--- config.mk ---
export PLATFORM = sky130hd
export DESIGN_NAME = interrupt_controller
export DESIGN_NICKNAME = d
export VERILOG_FILES = /design/src/rtl/interrupt_controller.sv
export SDC_FILE = /design/constraint.sdc
export NUM_CORES = 1
export LEC_CHECK = 0
export CELL_PAD_IN_SITES_DETAIL_PLACEMENT = 1
export CELL_PAD_IN_SITES_GLOBAL_PLACEMENT = 1
export CORE_MARGIN = 3
export CORE_UTILIZATION = 35
export CTS_CLUSTER_SIZE = 16
export DETAILED_ROUTE_END_ITERATION = 7
export PLACE_DENSITY = 0.83
export SYNTH_ARGS = -nofsm -noshare
export SYNTH_HDL_FRONTEND = slang
export SYNTH_SLANG_ARGS = --single-unit
--- constraint.sdc ---
create_clock -name clk -period 2.52 [get_ports clk]
set_clock_uncertainty 0.1 [all_clocks]
set_input_delay 0.504 -clock clk [delete_from_list [all_inputs] [get_ports clk]]
set_output_delay 0.504 -clock clk [all_outputs]
set_load 0.1 [all_outputs]
--- src/rtl/interrupt_controller.sv ---
// interrupt_controller: synchronises raw interrupt lines and latches their rising edges as pending.
//   It picks the lowest-index masked-in pending source and runs a req/ack/done handshake with the CPU.
//   Latency: a pending bit appears 3 edges after irq_in is sampled high; irq_req follows 1 edge later.
//   Backpressure: the request holds until irq_ack arrives. While the request or the ISR is open,
//   new edges only accumulate in pending.
// Ports:
//   clk, reset              clock (rising edge), asynchronous active-high reset
//   irq_in[N_IRQ]           raw asynchronous level sources (bit0 = timer)
//   mask_we, mask_in        mask register write strobe and data (1 = enabled)
//   irq_ack, irq_done       CPU handshake pulses
//   irq_req, irq_id,        request, latched source id, vector address
//   irq_vector
//   pending, busy           pending status, 1 while the ISR is being serviced
module interrupt_controller #(
  parameter int N_IRQ      = 3,
  parameter int ID_W       = 2,
  parameter int ADDR_W     = 10,
  parameter int VEC_BASE   = 1,
  parameter int VEC_STRIDE = 1
) (
  input  logic              clk,
  input  logic              reset,
  input  logic [N_IRQ-1:0]  irq_in,
  input  logic              mask_we,
  input  logic [N_IRQ-1:0]  mask_in,
  input  logic              irq_ack,
  input  logic              irq_done,
  output logic              irq_req,
  output logic [ID_W-1:0]   irq_id,
  output logic [ADDR_W-1:0] irq_vector,
  output logic [N_IRQ-1:0]  pending,
  output logic              busy
);

  typedef enum logic [1:0] {
    ST_IDLE = 2'd0,
    ST_REQ  = 2'd1,
    ST_SERV = 2'd2
  } state_t;

  localparam logic [ADDR_W-1:0] LP_BASE   = ADDR_W'(VEC_BASE);
  localparam logic [ADDR_W-1:0] LP_STRIDE = ADDR_W'(VEC_STRIDE);

  logic [N_IRQ-1:0] r_sync1, r_sync2, r_prev;
  logic [N_IRQ-1:0] r_pending, r_mask;
  state_t           r_state, w_state_nxt;
  logic [ID_W-1:0]  r_id, w_id_nxt;

  logic [N_IRQ-1:0] w_rise;
  logic [N_IRQ-1:0] w_eligible;
  logic [N_IRQ-1:0] w_clr;
  logic [ID_W-1:0]  w_winner;

  // Two-flop synchroniser plus one history stage for edge detection.
  always_ff @(posedge clk or posedge reset) begin
    if (reset) begin
      r_sync1 <= '0;
      r_sync2 <= '0;
      r_prev  <= '0;
    end else begin
      r_sync1 <= irq_in;
      r_sync2 <= r_sync1;
      r_prev  <= r_sync2;
    end
  end

  assign w_rise     = r_sync2 & ~r_prev;
  assign w_eligible = r_pending & r_mask;

  // Clear only the latched id, and only when the ack lands in REQ.
  always_comb begin
    w_clr = '0;
    if (r_state == ST_REQ && irq_ack) begin
      w_clr = N_IRQ'(1) << r_id;
    end
  end

  // Set is OR-ed in after the clear, so a new edge wins over the ack.
  always_ff @(posedge clk or posedge reset) begin
    if (reset) begin
      r_pending <= '0;
      r_mask    <= '0;
    end else begin
      r_pending <= (r_pending & ~w_clr) | w_rise;
      if (mask_we) begin
        r_mask <= mask_in;
      end
    end
  end

  // Scan from the top so the lowest eligible index is the last to assign.
  always_comb begin
    w_winner = '0;
    for (int i = N_IRQ - 1; i >= 0; i--) begin
      if (w_eligible[i]) begin
        w_winner = ID_W'(i);
      end
    end
  end

  always_ff @(posedge clk or posedge reset) begin
    if (reset) begin
      r_state <= ST_IDLE;
      r_id    <= '0;
    end else begin
      r_state <= w_state_nxt;
      r_id    <= w_id_nxt;
    end
  end

  always_comb begin
    w_state_nxt = r_state;
    w_id_nxt    = r_id;
    case (r_state)
      ST_IDLE: begin
        if (|w_eligible) begin
          w_id_nxt    = w_winner;
          w_state_nxt = ST_REQ;
        end
      end
      ST_REQ: begin
        if (irq_ack) begin
          w_state_nxt = ST_SERV;
        end
      end
      ST_SERV: begin
        if (irq_done) begin
          w_state_nxt = ST_IDLE;
        end
      end
      default: w_state_nxt = ST_IDLE;
    endcase
  end

  assign irq_req    = (r_state == ST_REQ);
  assign busy       = (r_state == ST_SERV);
  assign irq_id     = r_id;
  assign irq_vector = LP_BASE + ADDR_W'(r_id) * LP_STRIDE;
  assign pending    = r_pending;

endmodule

==> impl_metrics.json, run 1 <==
{
  "relSlewSlack_pct": 52.78,
  "cp.required_ns": 1.92,
  "async_flop_share_pct": 100.0,
  "worstPathMaxFanout": 4,
  "num_rows": 16,
  "min_path_type": "reg2reg",
  "final_common_cell": "dfrtp_1",
  "clkSlewWorstSetupHoldPaths_ns": 0.10,
  "synth_edf_count": 0,
  "r2r_start": "pending[1]",
  "slowest_delay_ns": 0.46,
  "first_pass_iters": 4,
  "cts_tree": "built",
  "worst_pin_slew_ns": 0.7076,
  "synth_top_area_share_pct": 61.29,
  "setup_viol": 0,
  "detail-route-antenna-nets": 0,
  "end_kind": "output port",
  "drive_above_1_share_pct": 22.47,
  "syn_area_um2": 775.7,
  "hold_viol": 0,
  "hp-start": "r_sync1[1]",
  "diodes": 0,
  "drt-total-wl_mm": 1.488,
  "vias_per_cell": 4.414,
  "fin_hold_ws_ns": 0.2588,
  "layoutNonFillerInstCount": 116,
  "cts_hold_buffers": 0,
  "reg2reg_depth": 3,
  "ys_ff_latch": 19,
  "nFillCells": 232,
  "dieArea_um2": 2817,
  "io_buffer_count": 20,
  "die_x_um": 53.08,
  "cp_slowest_cell": "dfrtp_4",
  "overflow": 0,
  "drc": 0,
  "final_cell_mix": "dfrtp_1 (18), clkdlybuf4s50_1 (10), inv_1 (9), buf_4 (9), conb_1 (7)",
  "finalMaxSlewViolations": 0,
  "r2r_end": "r_state[0]",
  "synth_top_area_cell": "dfrtp_1",
  "syn_inst": 66,
  "grt.total_usage_pct": 12.79,
  "whs_endpoint": "r_sync2[1]",
  "clock_path_buffers": 2,
  "finalCriticalPeriod_ns": 1.944,
  "min_path_cells": 0,
  "hpwl_mm": 1.177,
  "synthDistinctLibCells": 20,
  "layout_setup_ws_ns": 0.5764,
  "cp.arrival_ns": 1.34,
  "fin_crit_sh_pct": 77.13,
  "cts_sinks": 19,
  "area_growth_syn_to_layout_pct": 30.81,
  "insertion_delay_ns": 0.30,
  "start_util_pct": 38.37,
  "coreArea_um2": 2022,
  "ys_seq_area_share_pct": 61.29,
  "synth_area_leaders": "dfrtp_1 (61%), buf_4 (6.8%), ha_1 (6.5%), inv_1 (4.8%), mux2_2 (4.4%)",
  "wl_per_cell_um": 12.83,
  "drt_iter0_drc": 1,
  "fin_tns_setup_ns": 0,
  "status": "finished clean",
  "syn_avg_cell_area_um2": 11.75,
  "die_h_um": 53.08,
  "setup.worst_path.class": "reg2out",
  "place_congestion": 0.6760,
  "yosysWarnings": 0,
  "crit_chain": "clkinvlp_4, ha_4, buf_12",
  "post-cts-setup-buffer-count": 0,
  "cts-root-buf": "clkbuf_4",
  "grt_pass1_wl_mm": 2.532,
  "antenna_found_initial": 0,
  "critPathLaunchType": "flip-flop",
  "grt_pass1_vias": 531,
  "ys.flop_type": "dfrtp_1",
  "numCtsBuffers": 3,
  "dp.cells": 112,
  "grt_max_degree": 20,
  "rsz0062_at_grt": "no",
  "vias": 512,
  "ctsResizeCount": 0,
  "max_freq_ghz": 0.5145,
  "place_ws_ns": 0.8739,
  "htree_levels": 1,
  "fin_nets": 105,
  "drv_cap": 0,
  "regToRegSetupSlack_ns": 1.16,
  "ios": 28
}
==> synthesized netlist by cell type, types with 3 or more instances <==
cell and count:
buf_4 7, dfrtp_1 19, ha_1 4, inv_1 10, mux2_2 3, nand2_1 3, o21ai_0 5, o21ai_1 3
==> how the worst max path moves through the flow <==
stage	start	end	slack, ns	cells after the start
3_5_place_dp	reset	irq_id[0]	0.87	2
2_1_floorplan	irq_id[1]	irq_vector[2]	0.03	1
6_report	irq_id[0]	irq_vector[1]	0.58	3
4_1_cts	irq_id[0]	irq_vector[1]	0.55	3
5_1_grt	irq_id[0]	irq_vector[1]	0.51	3
3_3_place_gp	reset	irq_id[0]	0.90	2
==> cells by family after synthesis <==
logic type / share of synthesized area (%)
buffers and inverters: 11.61
muxes: 4.355
and+or+nand+nor: 6.937
adders and majority gates: 6.452
DFF: 61.29
other: 0.4834
AOI/OAI and AO/OA: 8.870
==> area by class of cell <==
cell class	count	area, µm²	area share (%)
clock buffers	3	22.52	2.219
clock inverters	1	5.005	0.4932
multi-input cells	36	245.2	24.17
well taps	27	33.78	3.329
repair buffers	20	187.7	18.50
inverters	10	41.29	4.069
flip-flops and latches	19	479.2	47.23
==> sequential cells by signal, indices dropped and copies added (netlist names) <==
name,count
r_prev,3
r_state,2
r_sync1,3
r_sync2,3
pending,3
r_mask,3
irq_id,2
==> worst max-delay path: cells and delay by family, from the launching register on <==
family,cells,cell delay [ns]
buffers and inverters,2,0.30
DFF,1,0.46
adders and majority gates,1,0.30
==> metal layers <==
layer | track usage [%] | wire length (µm) | share of wire (%) | vias up
met4 | 6.383 | 15 | 1.0 | 0
li1 | - | - | - | 250
met5 | 0 | 0 | 0 | -
met2 | 19.63 | 758 | 51 | 16
met3 | 3.380 | 92 | 6.2 | 2
met1 | 16.52 | 621 | 42 | 244
==> per-stage QoR <==
stage / util [%] / instance area, µm²
2_1_floorplan: - / 818.3
3_3_place_gp: 48.82 / 987.2
3_5_place_dp: 48.82 / 987.2
4_1_cts: 50.19 / 1015
5_1_grt: 50.19 / 1015
6_report: 50.19 / 1015
Power of run 1 is not shown: default switching activity piles up to over one toggle a cycle in this logic, so the estimate is an artifact.
==> inputs of run 2 (changes only) <==
Settings changed: CORE_UTILIZATION 35 to 29, PLACE_DENSITY 0.83 to 0.74.
Clock period 2.52 ns to 1.6 ns, I/O delays scaled along.
==> run 2 against run 1 <==
  * The flow now finishes with violations (setup timing)
  * Global-route usage is 1.9 points lower
  * Setup slack got worse by 0.71 ns
  * Critical endpoint unchanged
  * Sequential share of layout area fell by 8.9 points
  * Core utilization is 0.57 points higher
  * Hold slack worse by 0.029 ns
  * Via count rose by 13%
  * Register-to-register slack worse by 1.1 ns
  * Largest cell class unchanged
==> impl_metrics.json, run 2 (synthesis results as in run 1) <==
{
  "die_h_um": 57.72,
  "nFillCells": 256,
  "insertion_delay_ns": 0.29,
  "drt-total-wl_mm": 1.618,
  "cts_hold_buffers": 0,
  "layoutNonFillerInstCount": 130,
  "reg2reg_depth": 8,
  "antenna_found_initial": 0,
  "final_common_cell": "dfrtp_1",
  "dieArea_um2": 3332,
  "clock_path_buffers": 2,
  "num_rows": 18,
  "finalMaxSlewViolations": 0,
  "worstPathMaxFanout": 2,
  "vias_per_cell": 4.454,
  "setup.worst_path.class": "reg2out",
  "layout_setup_ws_ns": -0.1296,
  "max_freq_ghz": 0.5782,
  "rsz0062_at_grt": "yes",
  "htree_levels": 1,
  "grt_pass1_wl_mm": 2.718,
  "path_buf_inv": 2,
  "end_kind": "output port",
  "final_cell_mix": "dfrtp_1 (12), buf_12 (11), clkdlybuf4s50_1 (10)",
  "min_path_type": "in2async",
  "cts_sinks": 19,
  "grt.total_usage_pct": 10.88,
  "setup_viol": 4,
  "numCtsBuffers": 3,
  "slowest_delay_ns": 0.46,
  "drc": 0,
  "ios": 28,
  "finalCriticalPeriod_ns": 1.730,
  "crit_chain": "clkinvlp_4, ha_4, buf_12",
  "fin_crit_sh_pct": 108.1,
  "drt_iter0_drc": 6,
  "first_pass_iters": 4,
  "diodes": 0,
  "drive_above_1_share_pct": 42.00,
  "cp.required_ns": 1.18,
  "detail-route-antenna-nets": 0,
  "place_congestion": 0.7026,
  "overflow": 0,
  "cts_tree": "built",
  "violations": "setup timing",
  "grt_max_degree": 20,
  "fin_nets": 116,
  "hpwl_mm": 1.214,
  "cp_slowest_cell": "dfrtp_4",
  "clkSlewWorstSetupHoldPaths_ns": 0.11,
  "dp.cells": 117,
  "io_buffer_count": 20,
  "coreArea_um2": 2500,
  "cts-root-buf": "clkbuf_4",
  "vias": 579,
  "critPathLaunchType": "flip-flop",
  "die_x_um": 57.72,
  "wl_per_cell_um": 12.45,
  "status": "finished, violations left",
  "grt_pass1_vias": 609,
  "hold_viol": 0,
  "drv_cap": 0,
  "worst-path-stages": 3,
  "area_growth_syn_to_layout_pct": 63.55,
  "start_util_pct": 31.03,
  "crit_family": "flip-flops",
  "cp.arrival_ns": 1.31
}
## run 2: repair_timing
item,in CTS,in global routing
resized for setup,6,3
pin swaps,1,0
endpoints found under the setup margin,4,6
hold endpoints to repair,0,0
setup buffers,9,1
## run 2: stage by stage
stage	cell area [µm²]	TNS [ns]	setup slack, ns	hold WS (ns)	util (%)
after floorplan	833.3	-1.447	-0.6517	0.1709	-
after CTS	1261	-0.3517	-0.1295	0.2271	50.45
after global routing	1269	-0.5102	-0.1790	0.2384	50.75
after detailed placement	1134	0	0.1213	0.2356	45.35
final	1269	-0.3209	-0.1296	0.2301	50.75
after global placement	1134	0	0.1819	0.2335	45.35
## run 2: final timing paths
| kind | startpoint | to | slack, ns |
|---|---|---|---|
| worst max-delay path | irq_id[0] | irq_vector[1] | -0.13 |
| worst min-delay path | reset | r_sync1[0] | 0.23 |
| worst max register to register | irq_id[0] | pending[2] | 0.10 |
| worst min register to register | r_sync1[1] | r_sync2[1] | 0.26 |
| max in group asynchronous | reset | irq_id[0] | 0.94 |
| min in group clk | r_sync1[1] | r_sync2[1] | 0.26 |
## run 2: metal layers
metal | up-vias | global-route usage (%) | wire length [µm] | part of all wire (%)
met5 | - | 0 | 0 | 0
met4 | 0 | 5.960 | 12 | 0.74
met3 | 2 | 2.004 | 77 | 4.8
met2 | 15 | 19.52 | 914 | 56
met1 | 295 | 12.01 | 613 | 38
li1 | 267 | - | - | -
## run 2: layout make-up
type	instances	area (µm²)	area share [%]
Multi-Input combinational cell	36	272.8	21.50
Timing Repair Buffer	31	402.9	31.76
Clock buffer	3	22.52	1.775
Clock inverter	1	5.005	0.3945
Inverter	10	41.29	3.254
Tap cell	30	37.54	2.959
Sequential cell	19	486.7	38.36
## run 2: tightest hold or removal path, delay by kind of cell
kind | cells | cell delay (ns)
buf+inv | 3 | 0.69
Power of run 2 is left out for the same reason.
